[config.mk]
export PLATFORM = sky130hd
export DESIGN_NAME = dram_rd_sched
export DESIGN_NICKNAME = d
export VERILOG_FILES = /design/src/rtl/dram_rd_sched.sv
export SDC_FILE = /design/constraint.sdc
export NUM_CORES = 1
export LEC_CHECK = 0
export ABC_AREA = 0
export ABC_CLOCK_PERIOD_IN_PS = 4100
export CAP_MARGIN = 20
export CORE_MARGIN = 2
export CORE_UTILIZATION = 49
export CTS_BUF_LIST = sky130_fd_sc_hd__clkbuf_4 sky130_fd_sc_hd__clkbuf_8
export CTS_CLUSTER_SIZE = 14
export DETAILED_ROUTE_END_ITERATION = 10
export GPL_TIMING_DRIVEN = 0
export PLACE_DENSITY = 0.84
export SLEW_MARGIN = 20
export SYNTH_ARGS = -nofsm -noshare
export SYNTH_HDL_FRONTEND = slang
export SYNTH_SLANG_ARGS = --single-unit
[constraint.sdc]
create_clock -name clk -period 4.1 [get_ports clk]
set_input_delay 1.025 -clock clk [delete_from_list [all_inputs] [get_ports clk]]
set_output_delay 1.025 -clock clk [all_outputs]
set_load 0.05 [all_outputs]
[src/rtl/dram_rd_sched.sv]
// dram_rd_sched
//   Shares the single DRAM read port between two burst requesters
//   (0 = weight fetcher, 1 = feature-map fetcher). Grants round-robin,
//   issues one read address per cycle, and steers returned words to the
//   owning requester with a per-requester valid and a burst-done pulse.
//
// Ports
//   clk, srstn                 clock, synchronous active-low reset
//   req0/1, base0/1, len0/1    burst request, held until ack
//   ack0/1                     one-cycle accept pulse (registered)
//   rvalid0/1, rdata           returned word and its owner (combinational)
//   done0/1                    pulse with the last word of the burst
//   dram_en_rd, dram_addr_rd   DRAM read command (registered)
//   dram_valid, dram_data_out  DRAM read return
module dram_rd_sched #(
    parameter int unsigned DATA_WIDTH   = 32,
    parameter int unsigned ADDR_WIDTH   = 18,
    parameter int unsigned LEN_WIDTH    = 10,
    parameter int unsigned DRAM_LATENCY = 1
) (
    input  logic                  clk,
    input  logic                  srstn,
    input  logic                  req0,
    input  logic [ADDR_WIDTH-1:0] base0,
    input  logic [LEN_WIDTH-1:0]  len0,
    input  logic                  req1,
    input  logic [ADDR_WIDTH-1:0] base1,
    input  logic [LEN_WIDTH-1:0]  len1,
    output logic                  ack0,
    output logic                  ack1,
    output logic                  rvalid0,
    output logic                  rvalid1,
    output logic [DATA_WIDTH-1:0] rdata,
    output logic                  done0,
    output logic                  done1,
    output logic                  dram_en_rd,
    output logic [ADDR_WIDTH-1:0] dram_addr_rd,
    input  logic                  dram_valid,
    input  logic [DATA_WIDTH-1:0] dram_data_out
);

    // Returns are counted rather than timed, so any fixed latency of at
    // least one cycle works; zero would let a return share the issue cycle.
    if (DRAM_LATENCY < 1) begin : g_latency_check
        $error("dram_rd_sched: DRAM_LATENCY must be at least 1");
    end

    typedef enum logic [1:0] {IDLE, BURST, DRAIN} state_t;

    state_t                state;
    logic                  owner;
    logic                  last_grant;
    logic [ADDR_WIDTH-1:0] base_q;
    logic [LEN_WIDTH-1:0]  len_q;
    logic [LEN_WIDTH-1:0]  issue_cnt;
    logic [LEN_WIDTH-1:0]  ret_cnt;

    logic                  grant_sel;
    logic [ADDR_WIDTH-1:0] sel_base;
    logic [LEN_WIDTH-1:0]  sel_len;
    logic [LEN_WIDTH-1:0]  next_issue;
    logic [LEN_WIDTH-1:0]  next_ret;
    logic                  active;
    logic                  beat;
    logic                  last_beat;
    logic                  zero_done;
    logic                  done_any;

    // Arbitration: a tie goes to the requester not granted last time.
    always_comb begin
        grant_sel  = (req0 && req1) ? ~last_grant : req1;
        sel_base   = grant_sel ? base1 : base0;
        sel_len    = grant_sel ? len1  : len0;
        next_issue = issue_cnt + 1'b1;
        next_ret   = ret_cnt + 1'b1;
    end

    // Return path. Beats beyond the burst length are dropped so a stray
    // valid cannot disturb the counters.
    always_comb begin
        active    = (state == BURST) || (state == DRAIN);
        beat      = active && dram_valid && (ret_cnt != len_q);
        last_beat = beat && (next_ret == len_q);
        zero_done = (state == DRAIN) && (len_q == '0);
        done_any  = last_beat || zero_done;
        rvalid0   = beat && !owner;
        rvalid1   = beat && owner;
        rdata     = beat ? dram_data_out : '0;
        done0     = done_any && !owner;
        done1     = done_any && owner;
    end

    always_ff @(posedge clk) begin
        if (!srstn) begin
            state        <= IDLE;
            owner        <= 1'b0;
            last_grant   <= 1'b1;
            base_q       <= '0;
            len_q        <= '0;
            issue_cnt    <= '0;
            ret_cnt      <= '0;
            ack0         <= 1'b0;
            ack1         <= 1'b0;
            dram_en_rd   <= 1'b0;
            dram_addr_rd <= '0;
        end else begin
            ack0 <= 1'b0;
            ack1 <= 1'b0;
            if (beat) begin
                ret_cnt <= next_ret;
            end
            case (state)
                IDLE: begin
                    if (req0 || req1) begin
                        owner        <= grant_sel;
                        last_grant   <= grant_sel;
                        base_q       <= sel_base;
                        len_q        <= sel_len;
                        issue_cnt    <= '0;
                        ret_cnt      <= '0;
                        ack0         <= ~grant_sel;
                        ack1         <= grant_sel;
                        // First word is issued in the same cycle as ack.
                        dram_en_rd   <= (sel_len != '0);
                        dram_addr_rd <= sel_base;
                        state        <= BURST;
                    end
                end
                BURST: begin
                    // issue_cnt is the index of the word on the bus now.
                    if ((len_q == '0) || (next_issue == len_q)) begin
                        dram_en_rd   <= 1'b0;
                        dram_addr_rd <= '0;
                        state        <= DRAIN;
                    end else begin
                        issue_cnt    <= next_issue;
                        dram_addr_rd <= base_q + ADDR_WIDTH'(next_issue);
                    end
                end
                DRAIN: begin
                    // Leave on the done beat so the next grant is sampled
                    // in the very next cycle.
                    if (last_beat || (ret_cnt == len_q)) begin
                        state <= IDLE;
                    end
                end
                default: state <= IDLE;
            endcase
        end
    end

endmodule

# == Yosys cells after proc, flatten, opt, wreduce, memory -nomap -nowiden ==
# Cells that the tools add are included.
# totals
regBits,73
wordCells,71
in_bits,93
# classes
eq_ne,10
reduce_logical,25
n_mux,20
n_bitwise,2
n_addsub,3
# op_table
cell,count
10-bit 2-to-1 mux,6
18-bit 2-to-1 mux,3
18-bit case mux with 2 select lines,1
32-bit 2-to-1 mux,1
10-bit equality test,3
10-bit by 1-bit adder with 10-bit output (second input constant),2
10-bit case mux with 2 select lines,1
18-bit by 10-bit adder with 18-bit output,1
3-bit AND reduction,4
10-bit zero test,1
10-bit inequality test,1
10-bit nonzero test,1
1-bit logical AND,9
2-bit 2-to-1 mux,3
2-bit case mux with 3 select lines,1
1-bit logical OR,5
2-bit by 1-bit inequality test with 1-bit output (second input constant),2
2-bit inequality test (second input constant),2
2-bit AND reduction,2
1-bit 2-to-1 mux,3
2-bit by 1-bit equality test with 1-bit output (second input constant),1
2-bit equality test (second input constant),1
2-bit zero test,1
1-bit NOT,2
other kinds (3),3

# == Logic depth before layout (Yosys ltp) ==
# logic_depth
word_depth,8
depth_mapped,12
depth_no_buf,11

# == Worst setup path after synthesis ==
# OpenSTA, ideal clock, no wires.
# synth_timing
kind,reg-to-output
startpoint,reg ret_cnt[2]
endpoint,out done0
n_path_buf,1
stages_incl_launch_ff,9
t_required_ns,3.075
arrival_time_ns,2.815
setup_slack_ns,0.260
path_cell_list,dfxtp_1 -> clkbuf_1 -> nand3_1 -> nor3_1 -> xor2_1 -> or4_1 -> nor4b_2 -> a21o_1 -> nor2b_1
# synth_via
elab_chain_cells,5
# synth_lines
element,line,rtl
start: declaration,56,logic [LEN_WIDTH-1:0] ret_cnt;
start signal: assignment,110,ret_cnt <= next_ret;
10-bit by 1-bit adder with 10-bit output / 10-bit inequality test (equally long branches),"75, 82",
10-bit equality test / 1-bit logical AND (equally long branches),"83, 82",
1-bit logical AND *,83,last_beat = beat && (next_ret == len_q);
1-bit logical OR *,85,done_any = last_beat || zero_done;
1-bit logical AND *,89,done0 = done_any && !owner;
end: declaration,34,"output logic done0,"
# Every way passes the cells marked *; elsewhere a longest branch is shown, timed or not.

# == Final worst setup path ==
# layout_timing
startpoint,in dram_valid
endpoint,out rdata[31]
# layout_via
elab_chain_cells,3
# layout_lines
element,line,rtl
start: declaration,38,"input logic dram_valid,"
1-bit logical AND (2 in series),82,beat = active && dram_valid && (ret_cnt != len_q);
32-bit 2-to-1 mux,88,rdata = beat ? dram_data_out : '0;
end: declaration,33,"output logic [DATA_WIDTH-1:0] rdata,"
# Every way passes these cells.

==> summary.txt <==
Run status
  • Outcome: finished, final reports clean

Final layout
  • Final instance area: 6830 um2
  • Area delta synth->final: 37.0%
  • Layout cells sized above 1: 0.0655
  • Final Core Density: 0.695
  • Inserted Diodes: 0
  • Final Net Count: 868

Setup path
  • WP data arrival: 2.95 ns
  • Worst reg2reg path endpoint: dram_addr_rd[17]$_SDFFE_PN0P_
  • Worst endpoint required time: 3.07 ns
  • Worst reg-to-reg path cell count: 10
  • Crit. End Element: primary output
  • CP Launch Type: primary input
  • R2R Setup Slk: 0.49 ns
  • Critical R2R Launch: issue_cnt[0]$_SDFFE_PN0P_
  • Largest fanout on the critical path: 10
  • WS Path Type: in2out

Route
  • Routed wire length per instance: 18.3 um
  • Remaining DRCs: 0
  • ANT nets after route: 0
  • Via count: 5222
  • Final wirelength: 16400 um
  • Post-DR vias/cell: 5.83
  • Detailed Routing Iterations Pass 1: 5
  • Initial DRC Count: 313

STA
  • Worst hold slack: 0.520 ns
  • Final worst path period need: 3.98 ns
  • Rel. slew slack: 0.373
  • Final Setup Violations: 0
  • Worst Max-Slew Pin Slew: 0.941 ns
  • RSZ-0062 raised after global routing: no
  • Sum Neg Setup Slack: 0 ns
  • Achievable frequency: 0.251 GHz
  • Hold Fails Final Rpt: 0
  • Period Utilization, post-route: 0.970
  • Worst Slack Setup Final: 0.123 ns
  • Final Skew: 0.0151 ns
  • Pins over their slew limit: 0

Power and ir drop
  • Leakage Power: 3.00 nW
  • VDD IR-drop max: 0.406 mV
  • Pwr per Cell Area: 575 nW/um2

GRT
  • First-pass GRT wire length: 25700 um
  • Remaining global-route overflow: 0
  • GRT Total Usage: 0.292
  • Vias in the first global route: 5093
  • Initial antenna violation count: 0
  • Largest net degree at the start of global routing: 14

CTS
  • Reg clk slew, reported paths: 0.08 ns
  • Root buffer cell: clkbuf_8
  • Total CTS buffers: 9
  • Clk sinks: 73
  • CTS Buffer Depth: 2
  • Clock insertion delay at the later pin of the skew report: 0.37 ns
  • Post-CTS Setup Inserts: 0
  • H-tree levels: 3
  • CTS tree: done

Min path
  • Hold wc startpoint: state[0]$_SDFFE_PN0P_
  • Worst hold path depth: 2
  • HP Class: reg2reg
  • Worst Hold End: state[0]$_SDFFE_PN0P_

Die
  • Rows: 36
  • Chip Height: 105 um
  • Full die area: 11000 um2
  • Initial Utilization: 0.507
  • Die span in x: 105 um
  • CORE AREA: 9820 um2
  • IO Count: 150

Placement
  • Post-place setup slack: -0.767 ns
  • Post-DP HPWL: 12800 um
  • Final GP Congestion: 0.942
  • Placed Instance Area: 6640 um2
  • Port Buffers: 149

Yosys
  • Net Count, Synth: 713
  • Area leader, netlist: dfxtp_1
  • Post-Synthesis Cells: 603
  • Synthesized area: 4980 um2
  • Top-count cell post-synth: dfxtp_1
  • Ys async rst share: 0
  • Syn_area_per_cell: 8.26 um2
  • Yosys reg bits: 73
  • Sequential share of the synthesized area: 0.293
  • Top area cells in the synthesized netlist: dfxtp_1 29%, mux2i_1 6.4%, o211a_1 6.0%, and2_1 4.8%, xnor2_1 4.6%
  • Commonest register cell after synthesis: dfxtp_1
  • Netlist cell types: 66
  • EDFF count, synth: 0
  • Synth Warn #: 0
  • Area share of the largest cell type after synthesis: 0.293
  • Most frequent cells after synthesis: 73 x dfxtp_1, 60 x nand2_1, 39 x nor2_1, 39 x o21ai_0, 38 x and2_1

Flow run
  • Max Cap Viol: 0
## sequential cells by signal (all words and copies together) (netlist names)
name,count
issue_cnt,10
ret_cnt,10
last_grant,1
base_q,18
len_q,10
state,2
owner,1
dram_addr_rd,18
ack0,1
dram_en_rd,1
ack1,1
## cells in the final DEF, fill, tap and decap left out, types with 4 or more instances in the layout
master and instances:
nor3_1 8, clkdlybuf4s50_1 113, nor2b_1 6, and3_1 8
xnor2_1 26, dfxtp_2 5, nor2_1 39, nor3b_1 4
or3_1 5, ha_1 16, inv_1 12, nand4_1 7
a22o_1 7, buf_2 7, and2_1 38, dlygate4sd2_1 34
nand3_1 17, a21oi_1 14, o211a_1 30, o21ai_0 39
clkbuf_8 9, a21o_1 4, mux2i_1 32, a221o_1 5
o21a_1 10, a211oi_1 6, nand2_1 60, clkbuf_1 28
xor2_1 22, dfxtp_1 68, a31oi_1 5, nor4_1 9
## cell families after synthesis
logic type | after synthesis | synth area share
buf+inv | 58 | 0.0480
xor+xnor | 49 | 0.0889
fa+ha+maj | 17 | 0.0442
compound gates | 151 | 0.226
flops | 73 | 0.293
mux | 33 | 0.0665
simple gates | 222 | 0.233
## report_power, final
| part | leakage, nW | internal, mW | switching, mW | total [mW] |
|---|---|---|---|---|
| Clock | 0.0912 | 0.279 | 0.295 | 0.575 |
| Combinational | 2.31 | 0.795 | 1.49 | 2.28 |
| Sequential | 0.603 | 0.901 | 0.165 | 1.07 |
| Total | 3.00 | 1.98 | 1.95 | 3.92 |
## layer usage
| metal | routed length (um) | vias up | part of all wire | GRT usage |
|---|---|---|---|---|
| li1 | - | 2488 | - | - |
| met1 | 6930 | 2470 | 0.42 | 0.359 |
| met2 | 7860 | 236 | 0.48 | 0.504 |
| met3 | 1200 | 28 | 0.073 | 0.0543 |
| met4 | 415 | 0 | 0.025 | 0.114 |
| met5 | 0 | - | 0 | 0 |
## through the flow
stage,std cells,power [mW]
floorplan,603,2.59
global placement,885,3.30
detailed placement,885,3.35
CTS,897,3.90
global route,896,4.12
finish,896,3.92
## worst max-delay path by stage
stage / startpoint / to / slack (ns) / cells past startpoint
4_1_cts: len_q[3]$_SDFFE_PN0P_ / done0 / 0.04 / 8
6_report: dram_valid / rdata[31] / 0.12 / 6
3_5_place_dp: dram_valid / done0 / -0.77 / 7
2_1_floorplan: ret_cnt[2]$_SDFF_PN0_ / done0 / 0.26 / 8
3_3_place_gp: dram_valid / done0 / -0.81 / 7
5_1_grt: dram_valid / rdata[15] / 0.004 / 6
## layout make-up
cell class	count	area [um2]
buffer	41	179
clock buffer	9	124
clock inverter	7	71.3
fill	856	2990
inverter	12	45.0
multi-input combinational	472	3340
sequential	73	1470
tap	133	166
timing repair buffer	149	1440
## critical path, cell delays in order
cell and delay (ns):
clkdlybuf4s50_1 0.48, nand2_1 0.12, a31oi_4 0.29, clkbuf_2 0.34, and2_1 0.18, dlygate4sd2_1 0.53
## repair_timing
item / in CTS / in global routing
gates resized for setup: 51 / 9
hold buffers: 0 / 0
setup endpoints to repair: 36 / 7
pin swaps: 0 / 1
Note: power is estimated with default switching activity, not from simulation.
